`src/rtl/uart_transmitter_if.sv`:
```
// rtl/uart_transmitter_if.sv - request/serial-line signal bundle for uart_transmitter
interface uart_transmitter_if #(
    parameter int DATA_BITS = 8
);
    logic                 tick;
    logic                 tx_start;
    logic [DATA_BITS-1:0] tx_data;
    logic                 tx_busy;
    logic                 tx_done;
    logic                 tx;

    modport master (
        output tick, tx_start, tx_data,
        input  tx_busy, tx_done, tx
    );

    modport slave (
        input  tick, tx_start, tx_data,
        output tx_busy, tx_done, tx
    );
endinterface

```
`src/rtl/uart_transmitter.sv`:
```
// rtl/uart_transmitter.sv - UART frame serialiser (start, LSB-first data, optional parity under UART_TX_PARITY_EN, stop)
module uart_transmitter #(
    parameter int DATA_BITS  = 8,
    parameter int SB_TICK    = 16,
    parameter int PARITY_ODD = 0
) (
    input  logic              clk,
    input  logic              reset,
    uart_transmitter_if.slave bus
);
    localparam int S_W = $clog2((SB_TICK > 16) ? SB_TICK : 16);
    localparam int N_W = $clog2(DATA_BITS);

    if (DATA_BITS < 5 || DATA_BITS > 8) begin : g_bad_data_bits
        $error("uart_transmitter: DATA_BITS must be 5..8");
    end
    if (PARITY_ODD != 0 && PARITY_ODD != 1) begin : g_bad_parity_odd
        $error("uart_transmitter: PARITY_ODD must be 0 or 1");
    end

`ifdef UART_TX_PARITY_EN
    typedef enum logic [2:0] {ST_IDLE, ST_START, ST_DATA, ST_PARITY, ST_STOP} state_t;
`else
    typedef enum logic [1:0] {ST_IDLE, ST_START, ST_DATA, ST_STOP} state_t;
`endif

    state_t               state_q, state_d;
    logic [S_W-1:0]       s_q, s_d;
    logic [N_W-1:0]       n_q, n_d;
    logic [DATA_BITS-1:0] shift_q, shift_d;
    logic                 tx_q, tx_d;
    logic                 busy_q, busy_d;
    logic                 done_q, done_d;
`ifdef UART_TX_PARITY_EN
    logic                 parity_q, parity_d;
`endif

    // Next-state, counter and line-level logic; tx is registered from the next state so it tracks state_q.
    always_comb begin
        state_d  = state_q;
        s_d      = s_q;
        n_d      = n_q;
        shift_d  = shift_q;
        done_d   = 1'b0;
`ifdef UART_TX_PARITY_EN
        parity_d = parity_q;
`endif
        case (state_q)
            ST_IDLE: begin
                if (bus.tx_start) begin
                    shift_d  = bus.tx_data;
                    s_d      = '0;
                    n_d      = '0;
                    state_d  = ST_START;
`ifdef UART_TX_PARITY_EN
                    parity_d = (^bus.tx_data) ^ PARITY_ODD[0];
`endif
                end
            end
            ST_START: begin
                if (bus.tick) begin
                    if (s_q == S_W'(15)) begin
                        s_d     = '0;
                        state_d = ST_DATA;
                    end else begin
                        s_d = s_q + 1'b1;
                    end
                end
            end
            ST_DATA: begin
                if (bus.tick) begin
                    if (s_q == S_W'(15)) begin
                        s_d     = '0;
                        shift_d = shift_q >> 1;
                        if (n_q == N_W'(DATA_BITS - 1)) begin
                            n_d = '0;
`ifdef UART_TX_PARITY_EN
                            state_d = ST_PARITY;
`else
                            state_d = ST_STOP;
`endif
                        end else begin
                            n_d = n_q + 1'b1;
                        end
                    end else begin
                        s_d = s_q + 1'b1;
                    end
                end
            end
`ifdef UART_TX_PARITY_EN
            ST_PARITY: begin
                if (bus.tick) begin
                    if (s_q == S_W'(15)) begin
                        s_d     = '0;
                        state_d = ST_STOP;
                    end else begin
                        s_d = s_q + 1'b1;
                    end
                end
            end
`endif
            ST_STOP: begin
                if (bus.tick) begin
                    if (s_q == S_W'(SB_TICK - 1)) begin
                        s_d     = '0;
                        state_d = ST_IDLE;
                        done_d  = 1'b1;
                    end else begin
                        s_d = s_q + 1'b1;
                    end
                end
            end
            default: state_d = ST_IDLE;
        endcase

        tx_d = 1'b1;
        case (state_d)
            ST_START:  tx_d = 1'b0;
            ST_DATA:   tx_d = shift_d[0];
`ifdef UART_TX_PARITY_EN
            ST_PARITY: tx_d = parity_q;
`endif
            default:   tx_d = 1'b1;
        endcase
        busy_d = (state_d != ST_IDLE);
    end

    // State and output registers; reset forces an idle, high line at once.
    always_ff @(posedge clk or posedge reset) begin
        if (reset) begin
            state_q  <= ST_IDLE;
            s_q      <= '0;
            n_q      <= '0;
            shift_q  <= '0;
            tx_q     <= 1'b1;
            busy_q   <= 1'b0;
            done_q   <= 1'b0;
`ifdef UART_TX_PARITY_EN
            parity_q <= 1'b0;
`endif
        end else begin
            state_q  <= state_d;
            s_q      <= s_d;
            n_q      <= n_d;
            shift_q  <= shift_d;
            tx_q     <= tx_d;
            busy_q   <= busy_d;
            done_q   <= done_d;
`ifdef UART_TX_PARITY_EN
            parity_q <= parity_d;
`endif
        end
    end

    assign bus.tx      = tx_q;
    assign bus.tx_busy = busy_q;
    assign bus.tx_done = done_q;
endmodule

```
`src/flat_wrapper.sv`:
```
// flat-port wrapper written by rule: the top's interface ports become plain ports
module uart_transmitter_flat 
#(
    parameter int DATA_BITS  = 8,
    parameter int SB_TICK    = 16,
    parameter int PARITY_ODD = 0
)
  (clk, reset, bus_tick, bus_tx_start, bus_tx_data, bus_tx_busy, bus_tx_done, bus_tx);
  uart_transmitter_if #(.DATA_BITS(DATA_BITS)) bus_i ();
  input  logic clk;
  input  logic reset;
  input wire logic [$bits(bus_i.tick)-1:0] bus_tick;
  input wire logic [$bits(bus_i.tx_start)-1:0] bus_tx_start;
  input wire logic [$bits(bus_i.tx_data)-1:0] bus_tx_data;
  output wire logic [$bits(bus_i.tx_busy)-1:0] bus_tx_busy;
  output wire logic [$bits(bus_i.tx_done)-1:0] bus_tx_done;
  output wire logic [$bits(bus_i.tx)-1:0] bus_tx;
  assign bus_i.tick = bus_tick;
  assign bus_i.tx_start = bus_tx_start;
  assign bus_i.tx_data = bus_tx_data;
  assign bus_tx_busy = bus_i.tx_busy;
  assign bus_tx_done = bus_i.tx_done;
  assign bus_tx = bus_i.tx;
  uart_transmitter #(.DATA_BITS(DATA_BITS), .SB_TICK(SB_TICK), .PARITY_ODD(PARITY_ODD)) u_core (.clk(clk), .reset(reset), .bus(bus_i));
endmodule
```
`config.mk`:
```
export PLATFORM = sky130hd
export DESIGN_NAME = uart_transmitter_flat
export DESIGN_NICKNAME = d
export VERILOG_FILES = /design/src/rtl/uart_transmitter_if.sv /design/src/rtl/uart_transmitter.sv /design/src/flat_wrapper.sv
export SDC_FILE = /design/constraint.sdc
export NUM_CORES = 1
export LEC_CHECK = 0
export ABC_AREA = 1
export BUFFER_PORTS_ARGS = -buffer_cell sky130_fd_sc_hd__buf_2
export CAP_MARGIN = 15
export CELL_PAD_IN_SITES_DETAIL_PLACEMENT = 0
export CELL_PAD_IN_SITES_GLOBAL_PLACEMENT = 1
export CORE_AREA = 3 3 63 59
export DETAILED_ROUTE_END_ITERATION = 6
export DIE_AREA = 0 0 66 62
export PLACE_DENSITY = 0.71
export SLEW_MARGIN = 5
export SYNTH_ARGS = -nofsm -noshare
export SYNTH_HDL_FRONTEND = slang
export SYNTH_SLANG_ARGS = --single-unit
```
`constraint.sdc`:
```
create_clock -name clk -period 1.4 [get_ports clk]
set_clock_uncertainty 0.1 [all_clocks]
set_input_delay 0.21 -clock clk [delete_from_list [all_inputs] [get_ports clk]]
set_output_delay 0.21 -clock clk [all_outputs]
set_load 0.01 [all_outputs]
```
==> results of run 1 <==
final cells by class:
| type | count | area, um^2 | area share |
|---|---|---|---|
| clock buffers | 4 | 36.3 | 0.0246 |
| inverters | 12 | 45.0 | 0.0305 |
| multi-input cells | 84 | 579 | 0.392 |
| flip-flops and latches | 20 | 502 | 0.340 |
| well taps | 42 | 52.6 | 0.0356 |
| repair buffers | 32 | 263 | 0.178 |
cells by family (layout without fill, tap and decap cells):
| logic type | count (synthesis) | after routing | synth area share |
|---|---|---|---|
| simple gates | 64 | 64 | 0.295 |
| flops | 20 | 20 | 0.490 |
| xor+xnor | 1 | 1 | 0.00856 |
| compound gates | 16 | 16 | 0.115 |
| fa+ha+maj | 3 | 3 | 0.0367 |
| buf+inv | 13 | 48 | 0.0550 |
synthesized netlist by cell type:
library cell,number
nand2_4,1
nand2_1,41
nand4_1,2
nor2_2,2
a21boi_0,1
nand3_1,8
dfstp_2,1
nor3_1,1
xor2_1,1
o22ai_1,1
o21ai_0,2
buf_6,1
o21ai_2,4
inv_1,11
a22oi_1,6
dfrtp_1,19
nand3_2,4
a22o_1,1
ha_1,3
a21oi_1,1
inv_2,1
nor2_4,1
nor2_1,4
metal layers:
| layer | global-route usage | vias up | share of wire |
|---|---|---|---|
| met5 | 0 | - | 0 |
| met3 | 0.0432 | 2 | 0.025 |
| li1 | - | 455 | - |
| met2 | 0.217 | 11 | 0.49 |
| met1 | 0.158 | 449 | 0.48 |
| met4 | 0.0261 | 0 | 0.0046 |
worst max path at each step:
stage                              endpoint  slack (ns)  cells after the start
final                     u_core.shift_q[7]       -0.02                      6
after global routing          u_core.bus.tx        -0.1                      9
after CTS                 u_core.shift_q[7]       -0.04                      6
after detailed placement  u_core.shift_q[7]       -0.05                      6
after global placement    u_core.shift_q[7]       0.003                      6
after floorplan               u_core.n_q[0]        0.04                      7
what timing repair did:
item | in CTS | in global routing
gates resized for setup | 10 | 20
endpoints found under the setup margin | 6 | 15
pin swaps | 3 | 7
endpoints found under the hold margin | 19 | 0
setup buffers | 0 | 2
hold buffers | 1 | 0
gates cloned | 1 | 0
through the flow:
| step | power (mW) | cell area, um^2 |
|---|---|---|
| after floorplan | 1.36 | 1020 |
| after global placement | 1.62 | 1280 |
| after detailed placement | 1.63 | 1280 |
| after CTS | 2.09 | 1400 |
| after global routing | 2.37 | 1480 |
| final | 2.20 | 1480 |
power groups by stage:
stage / Sequential, mW / Combinational, mW / Clock [mW]
final: 0.987 / 0.869 / 0.339
after global placement: 0.934 / 0.689 / 0
after detailed placement: 0.935 / 0.700 / 0
after CTS: 0.949 / 0.791 / 0.351
after floorplan: 0.943 / 0.418 / 0
after global routing: 1.01 / 0.983 / 0.378
flip-flops by register name (all words and copies together), names as in the netlist:
register	flops
u_core.s_q	4
u_core.shift_q	8
u_core.bus.tx_busy	1
u_core.bus.tx	1
u_core.n_q	3
u_core.state_q	2
u_core.bus.tx_done	1
worst max-delay path, delay by kind of cell (launching register included):
kind / cells / cell delay [ns]
buf+inv: 1 / 0.14
simple gates: 2 / 0.20
flops: 1 / 0.41
compound gates: 2 / 0.27
fa+ha+maj: 1 / 0.19
==> metrics.yaml, run 1 <==
synth-seq-area-share: 0.490
cts_root_buf: "clkbuf_4"
dpl.hpwl_mm: 1.70
maxCapViolations: 0
r2r_cells: 6
clock.fmax_mhz: 702
n_antenna_cell: 0
path_clk_slew_ns: 0.12
grt_pass1_vias: 888
clockBufferDepth: 2
crit_path_cell_trace: "ha_4 -> nand2_4 -> nor2_4 -> o21ai_4 -> buf_12 -> a22o_1"
post-route-util: 0.482
critPathMaxFanout: 7
whs_path_depth: 3
ys_types: 23
worstMarginPinSlew_ns: 0.262
crit_slowest_cell: "dfrtp_1"
arrival_ns: 1.52
syn_inst: 117
wirelength_mm: 2.41
p_sw_frac: 0.374
fin_crit_sh: 1.02
clock_sinks: 20
slew_violations: 0
yosys.area.top_type: "dfrtp_1"
reg2reg_to: "u_core.shift_q[7]"
tritoncts: "built"
min_from: "bus_tx_data[4]"
finalHoldViolCount: 0
rows: 19
slew_headroom: 0.825
path_class: "reg2reg"
violations: "negative setup slack"
worstHoldEndpoint: "u_core.shift_q[4]"
p_seq_frac: 0.450
slowest_delay_ns: 0.41
grt_setup_unrepaired: "yes"
routedWlPerCell_um: 12.4
avgSynthCellArea_um2: 8.75
drtPass1Iterations: 4
power.density_mw_per_mm2: 1490
p_switching_uw: 822
grt_first_pass_wirelength_mm: 3.92
endpoint_kind: "register"
drc: 0
layout_commonest_cell: "nand2_1"
setup-tns-final_ns: -0.0246
core_mm2: 0.00307
fin_ws_ns: -0.0246
p_int_mw: 1.37
pre_cts_ws_ns: -0.0468
synthToLayoutAreaGrowth_pct: 44.4
grt.overflow.total: 0
setup-violations-final: 1
ys_warn_count: 0
n_fill_cell: 282
synth.area.top_cells: "dfrtp_1 (46%), nand2_1 (15%), a22oi_1 (4.4%)"
p_leak_nw: 0.722
place_inst: 186
clk_latency_ns: 0.31
peakVddDrop_mv: 0.750
crit_path_start: "u_core.s_q[0]"
start_kind: "register"
drt_iter0_drc: 44
numCtsBuffers: 3
gp_congestion: 0.823
drive_gt1_frac: 0.447
die_x_um: 66
yosys_register_bits: 20
synth_top_area_share: 0.465
hold_path.class: "in2reg"
initial_core_util: 0.334
num_vias: 917
mostFrequentLayoutCells: "nand2_1 (32), dfrtp_1 (19), buf_2 (14)"
ios: 15
grt_start_max_net_pins: 21
stdcell_count: 194
rr_startpoint: "u_core.s_q[0]"
die_area_mm2: 0.00409
p_clk_frac: 0.155
dieHeight_um: 62
grt_antenna_before_repair: 0
syn_area_mm2: 0.00102
numPortBuffers: 14
vias_per_cell: 4.73
pwr-share-comb: 0.396
rrSetupSlack_ns: -0.02
grtUsageTotal: 0.127
synth_fp_nets: 132
ctsHtreeMaxLevel: 1
outcome: "complete, but fails checks"
nNetsFinal: 168
hold-worst-slack_ns: 0.0252
post-route-min-period_ns: 1.42
required_ns: 1.49
antenna_left: 0
Note: power is estimated with default switching activity, not from simulation.
==> run 2: changes to the inputs <==
- ABC_AREA: 1 -> unset
- CORE_AREA: 3 3 63 59 -> 3 3 61 58
- DIE_AREA: 0 0 66 62 -> 0 0 64 61
- PLACE_DENSITY: 0.71 -> 0.69
- clock period: 1.4 -> 1.23 ns (I/O delays scaled with it)
==> run 2 against run 1 <==
- via count shrank 10%
- fmax shrank 14%
- cell area shrank 0.25%
- sequential share of layout area grew 0.087 points
- register-to-register slack lost 0.40 ns
- critical path depth grew 1
- non-clock buffer count grew 11
- the flow still finishes with violations (negative setup slack)
- synthesized area shrank 6.0%
- worst setup slack lost 0.40 ns
- combinational power grew 38%
- synthesized cell count shrank 24%
==> metrics.yaml, run 2 <==
drc: 0  # unchanged
slew_violations: 0  # unchanged
synth_ff_type: "dfrtp_1"
outcome: "complete, but fails checks"
cts_root_buf: "clkbuf_4"
r2r_cells: 7  # +1
initial_core_util: 0.324  # -0.00995
layout_commonest_cell: "dfrtp_1"
p_leak_nw: 0.707  # -2.1%
placed_area_mm2: 0.00119  # -7.1%
grtUsageTotal: 0.125  # -0.00159
synth.area.top_cells: "dfrtp_1 (49%), a22o_1 (8.2%), a21o_1 (5.5%)"
grt_pass1_vias: 823  # -7.3%
crit_top_cell: "buf_6"
arrival_ns: 1.79  # +0.27 ns
dieHeight_um: 61  # -1.6%
hold_path.class: "in2reg"
tritoncts: "built"
endpoint_kind: "register"
required_ns: 1.36  # -0.13 ns
die_area_mm2: 0.00390  # -4.6%
slowest_delay_ns: 0.41  # about the same
whs_path_depth: 3  # unchanged
power.density_mw_per_mm2: 1940  # +31%
synth_fp_nets: 104  # -21%
mostFrequentLayoutCells: "dfrtp_1 (19), buf_4 (17), buf_2 (14)"
finalInstanceArea_mm2: 0.00147  # -0.25%
yosys.area_share.adder: 0.0390  # +0.00234
ctsHtreeMaxLevel: 1  # unchanged
violations: "negative setup slack"
num_vias: 825  # -10%
peakVddDrop_mv: 0.883  # +18%
asyncSetResetFlopFracSynth: 1.00  # unchanged
crit_path_cell_trace: "ha_2 -> and4_4 -> buf_6 -> buf_6 -> and2_4 -> o31ai_4 -> o211ai_1"
largest_register_ffs: 8  # unchanged
synth_compound_area_frac: 0.256  # +0.141
gp_congestion: 0.774  # -6.0%
clock_sinks: 20  # unchanged
grt.overflow.total: 0  # unchanged
synth_mux_area_frac: 0  # unchanged
drt_iter0_drc: 43  # -2.3%
vias_per_cell: 4.77  # +0.89%
syn_area_um2: 962  # -6.0%
fin_ws_ns: -0.423  # -0.398 ns
synth_xor_area_frac: 0.0182  # +0.00965
numCtsBuffers: 3  # unchanged
numPortBuffers: 14  # unchanged
nNetsFinal: 147  # -13%
drtPass1Iterations: 5  # +1
clock.fmax_mhz: 605  # -14%
synth_top_family_by_area: "compound AO/OA/AOI/OAI gates"
synthTopCellsByCount: "dfrtp_1 (19), a22o_1 (9), a21o_1 (7), nand2_1 (6), nor2_1 (5)"
maxCapViolations: 0  # unchanged
routedWlPerCell_um: 13.9  # +12%
core_mm2: 0.00297  # -3.1%
start_kind: "register"
worstMarginPinSlew_ns: 0.433  # +0.171 ns
rows: 19  # unchanged
setup-violations-final: 20  # +19
synthToLayoutAreaGrowth_pct: 53.2
syn_inst: 89  # -24%
ys_warn_count: 0  # unchanged
grt_setup_unrepaired: "yes"
path_class: "reg2reg"
path_clk_slew_ns: 0.12  # about the same
post-synth-top-count-cell: "dfrtp_1"
fin_crit_sh: 1.34  # +0.326
yosys_register_bits: 20  # unchanged
grt_first_pass_wirelength_mm: 3.77  # -3.7%
largest_register: "u_core.shift_q"
n_antenna_cell: 0  # unchanged
ios: 15  # unchanged
grt_antenna_before_repair: 0  # unchanged
finalHoldViolCount: 0  # unchanged
drive_gt1_frac: 0.504  # +0.0564
grt_start_max_net_pins: 21  # unchanged
post-route-min-period_ns: 1.65  # +0.228 ns
crit_slowest_cell: "dfrtp_1"
synth-seq-area-share: 0.521  # +0.0312
die_x_um: 64  # -3.0%
synth_edf_count: 0  # unchanged
clk_latency_ns: 0.31  # about the same
ys_types: 33  # +43%
reg_top3: "u_core.shift_q x8, u_core.s_q x4, u_core.n_q x3"
slew_headroom: 0.711  # -0.115
dpl.hpwl_mm: 1.42  # -17%
avgSynthCellArea_um2: 10.8  # +24%
post-route-util: 0.496  # +0.0142
antenna_left: 0  # unchanged
wirelength_mm: 2.41  # +0.21%
critPathMaxFanout: 4  # -3
synth_top_area_share: 0.494  # +0.0296
synth-simple-area-share: 0.111  # -0.184
clockBufferDepth: 2  # unchanged
yosys.area.top_type: "dfrtp_1"
-- run 2: power breakdown --
group          switching (mW)  total, mW  internal [mW]
sequential              0.164       1.11          0.944
clock                   0.221      0.551          0.330
combinational           0.533       1.20          0.671
-- run 2: worst paths after layout --
check	from	end	slack, ns
setup / recovery	u_core.s_q[1]	u_core.bus.tx	-0.42
hold / removal	bus_tx_data[5]	u_core.shift_q[5]	0.05
setup reg to reg	u_core.s_q[1]	u_core.bus.tx	-0.42
hold reg to reg	u_core.shift_q[2]	u_core.shift_q[2]	0.40
max in group asynchronous	reset	u_core.bus.tx	0.42
min in group asynchronous	reset	u_core.s_q[2]	0.33
-- run 2: final cells by class --
class	instances	area [um^2]
flip-flops and latches	20	502
multi-input cells	61	526
repair buffers	43	330
well taps	42	52.6
clock buffers	3	22.5
inverters	3	11.3
fillers	282	1500
clock inverters	1	30.0
-- run 2: layer usage --
metal | global-route usage | vias to the layer above | wire length, um
met5 | 0 | - | 0
met4 | 0.0185 | 0 | 24
met3 | 0.0444 | 2 | 131
met2 | 0.216 | 21 | 1210
met1 | 0.155 | 392 | 1050
li1 | - | 410 | -
-- run 2: kinds of logic (layout without fill, tap and decap cells) --
kind of cell,count (synthesis),after routing
XOR/XNOR,2,2
AND/OR/NAND/NOR,21,22
buffers and inverters,9,50
AO/OA/AOI/OAI,34,34
adder cells (fa/ha/maj),3,3
flip-flops,20,20
-- run 2: timing repair --
action,4_1_cts,5_1_grt
hold buffers,2,0
setup buffers,4,7
cloned,2,0
pin swaps,17,14
endpoints found under the hold margin,20,0
resized for setup,20,13
setup endpoints to repair,21,21
-- run 2: critical path, delay by kind of cell (launching register included) --
| kind | cells | cell delay [ns] |
|---|---|---|
| flip-flops | 1 | 0.41 |
| AND/OR/NAND/NOR | 2 | 0.30 |
| adder cells (fa/ha/maj) | 1 | 0.19 |
| buffers and inverters | 2 | 0.24 |
| AO/OA/AOI/OAI | 2 | 0.34 |
-- run 2: per-stage QoR --
stage	std cells	power, mW	setup WS (ns)	hold WS [ns]	setup TNS [ns]
finish	173	2.86	-0.423	0.0531	-5.99
global route	173	3.05	-0.487	0.0382	-7.14
CTS	167	2.68	-0.438	0.0433	-5.05
detailed placement	155	1.98	-0.474	0.128	-6.62
global placement	155	1.95	-0.470	0.124	-6.35
floorplan	89	1.66	-0.500	0.0476	-5.81
==> run 3: changes to the inputs <==
- REMOVE_ABC_BUFFERS: unset -> 1
- SETUP_SLACK_MARGIN: unset -> 0.2
==> run 3 against run 2 <==
- the run still ends with negative setup slack left
- clock-buffer cell count grew 1
- utilization fell by 1.2 points
- global-route usage grew 0.79 points
- combinational power about the same
- register-to-register slack improved by 0.07 ns
- worst hold slack better by 0.016 ns
- cell area decreased by 2.4%
- critical endpoint unchanged
- largest cell class unchanged
==> metrics.yaml, run 3 (same netlist as run 2, synthesis figures left out) <==
violations: "negative setup slack"
required_ns: 1.36  # about the same
stdcell_count: 174  # +0.58%
drtPass1Iterations: 6  # +1
die_x_um: 64  # unchanged
fin_ws_ns: -0.349  # +0.0736 ns
grt_setup_unrepaired: "yes"
clock_sinks: 20  # unchanged
rows: 19  # unchanged
endpoint: "u_core.bus.tx"
tritoncts: "built"
grt_pass1_vias: 885  # +7.5%
drt_iter0_drc: 37  # -14%
grt_start_max_net_pins: 21  # unchanged
placed_area_mm2: 0.00119  # +0.53%
pre_cts_ws_ns: -0.482  # -0.00834 ns
ctsHtreeMaxLevel: 1  # unchanged
grt_antenna_before_repair: 0  # unchanged
gp_congestion: 0.744  # -3.9%
worstMarginPinSlew_ns: 0.296  # -0.137 ns
routedWlPerCell_um: 13.2  # -5.3%
dieHeight_um: 61  # unchanged
fin_crit_sh: 1.28  # -0.0598
whs_path_depth: 3  # unchanged
synthToLayoutAreaGrowth_pct: 49.5
drive_gt1_frac: 0.523  # +0.0189
vias_per_cell: 4.85  # +1.7%
dpl.hpwl_mm: 1.45  # +2.3%
die_area_mm2: 0.00390  # unchanged
peakVddDrop_mv: 0.803  # -9.1%
power.total_mw: 2.69  # -6.0%
finalInstanceArea_mm2: 0.00144  # -2.4%
largest_register_ffs: 8  # unchanged
maxCapViolations: 0  # unchanged
reg2reg_to: "u_core.bus.tx"
n_fill_cell: 278  # -1.4%
rr_startpoint: "u_core.s_q[1]"
power.density_mw_per_mm2: 1870  # -3.7%
outcome: "complete, but fails checks"
slew_violations: 0  # unchanged
post-route-min-period_ns: 1.58  # -0.0736 ns
endpoint_kind: "register"
finalHoldViolCount: 0  # unchanged
clock.fmax_mhz: 633  # +4.7%
core_mm2: 0.00297  # unchanged
grt_first_pass_wirelength_mm: 3.93  # +4.0%
grtUsageTotal: 0.133  # +0.00787
ios: 15  # unchanged
antenna_left: 0  # unchanged
layout_commonest_cell: "buf_4"
cts_root_buf: "clkbuf_4"
grt.overflow.total: 0  # unchanged
wirelength_mm: 2.30  # -4.7%
path_class: "reg2reg"
path_clk_slew_ns: 0.11  # about the same
largest_register: "u_core.shift_q"
r2r_cells: 6  # -1
nNetsFinal: 148  # +0.68%
numCtsBuffers: 3  # unchanged
arrival_ns: 1.71  # -0.08 ns
mostFrequentLayoutCells: "buf_4 (21), dfrtp_1 (19), buf_2 (13)"
initial_core_util: 0.324  # unchanged
numPortBuffers: 14  # unchanged
clk_latency_ns: 0.30  # about the same
reg_top3: "u_core.shift_q x8, u_core.s_q x4, u_core.n_q x3"
start_kind: "register"
num_vias: 844  # +2.3%
hold_path.class: "in2reg"
drc: 0  # unchanged
clockBufferDepth: 2  # unchanged
setup-violations-final: 20  # unchanged
slew_headroom: 0.802  # +0.0912
crit_path_start: "u_core.s_q[1]"
n_antenna_cell: 0  # unchanged
critPathMaxFanout: 4  # unchanged
place_inst: 159  # +2.6%
p_leak_nw: 0.705  # -0.18%
rrSetupSlack_ns: -0.35  # +0.07 ns
==> run 3: worst min path at each step <==
stage,from,to,slack [ns]
floorplan,reset,u_core.bus.tx_busy,0.05
global placement,reset,u_core.s_q[3],0.12
detailed placement,reset,u_core.s_q[3],0.13
CTS,bus_tx_data[6],u_core.shift_q[6],0.06
global route,bus_tx_data[4],u_core.shift_q[4],0.07
finish,bus_tx_data[6],u_core.shift_q[6],0.07
==> run 3: layer usage <==
layer,GRT usage,vias to the layer above,wire [um]
met4,0.0523,0,24
met3,0.0370,4,66
met1,0.153,419,1030
li1,-,411,-
met5,0,-,0
met2,0.239,10,1180
==> run 3: critical path, stage by stage (launching register included) <==
cell and delay, ns:
dfrtp_1 0.40, ha_2 0.19, and4_4 0.16, buf_6 0.13, and2_4 0.15, o31ai_2 0.25, o211ai_1 0.13
==> run 3: per-stage QoR <==
stage	TNS (ns)	util	hold WS, ns
3_3_place_gp	-6.34	0.402	0.122
2_1_floorplan	-8.61	-	0.0476
6_report	-5.02	0.484	0.0688
5_1_grt	-6.53	0.484	0.0666
3_5_place_dp	-6.97	0.402	0.127
4_1_cts	-4.99	0.456	0.0584
==> run 3: layout make-up <==
type | instances | area (um^2) | share of cell area
well taps | 42 | 52.6 | 0.0365
repair buffers | 44 | 333 | 0.231
multi-input cells | 61 | 504 | 0.350
clock buffers | 4 | 36.3 | 0.0252
inverters | 3 | 11.3 | 0.00783
flip-flops and latches | 20 | 502 | 0.349
==> run 3: repair_timing <==
action,4_1_cts,5_1_grt
setup buffers,3,5
cloned,1,0
resized for setup,25,12
endpoints found under the setup margin,23,23
pin swaps,14,5
hold buffers,2,0
endpoints found under the hold margin,20,0
==> run 3: power breakdown <==
group / switching, mW / total (mW) / leakage, nW / internal, mW
Clock: 0.207 / 0.388 / 0.0210 / 0.181
Combinational: 0.491 / 1.19 / 0.441 / 0.702
Sequential: 0.167 / 1.11 / 0.243 / 0.945
Total: 0.865 / 2.69 / 0.705 / 1.83
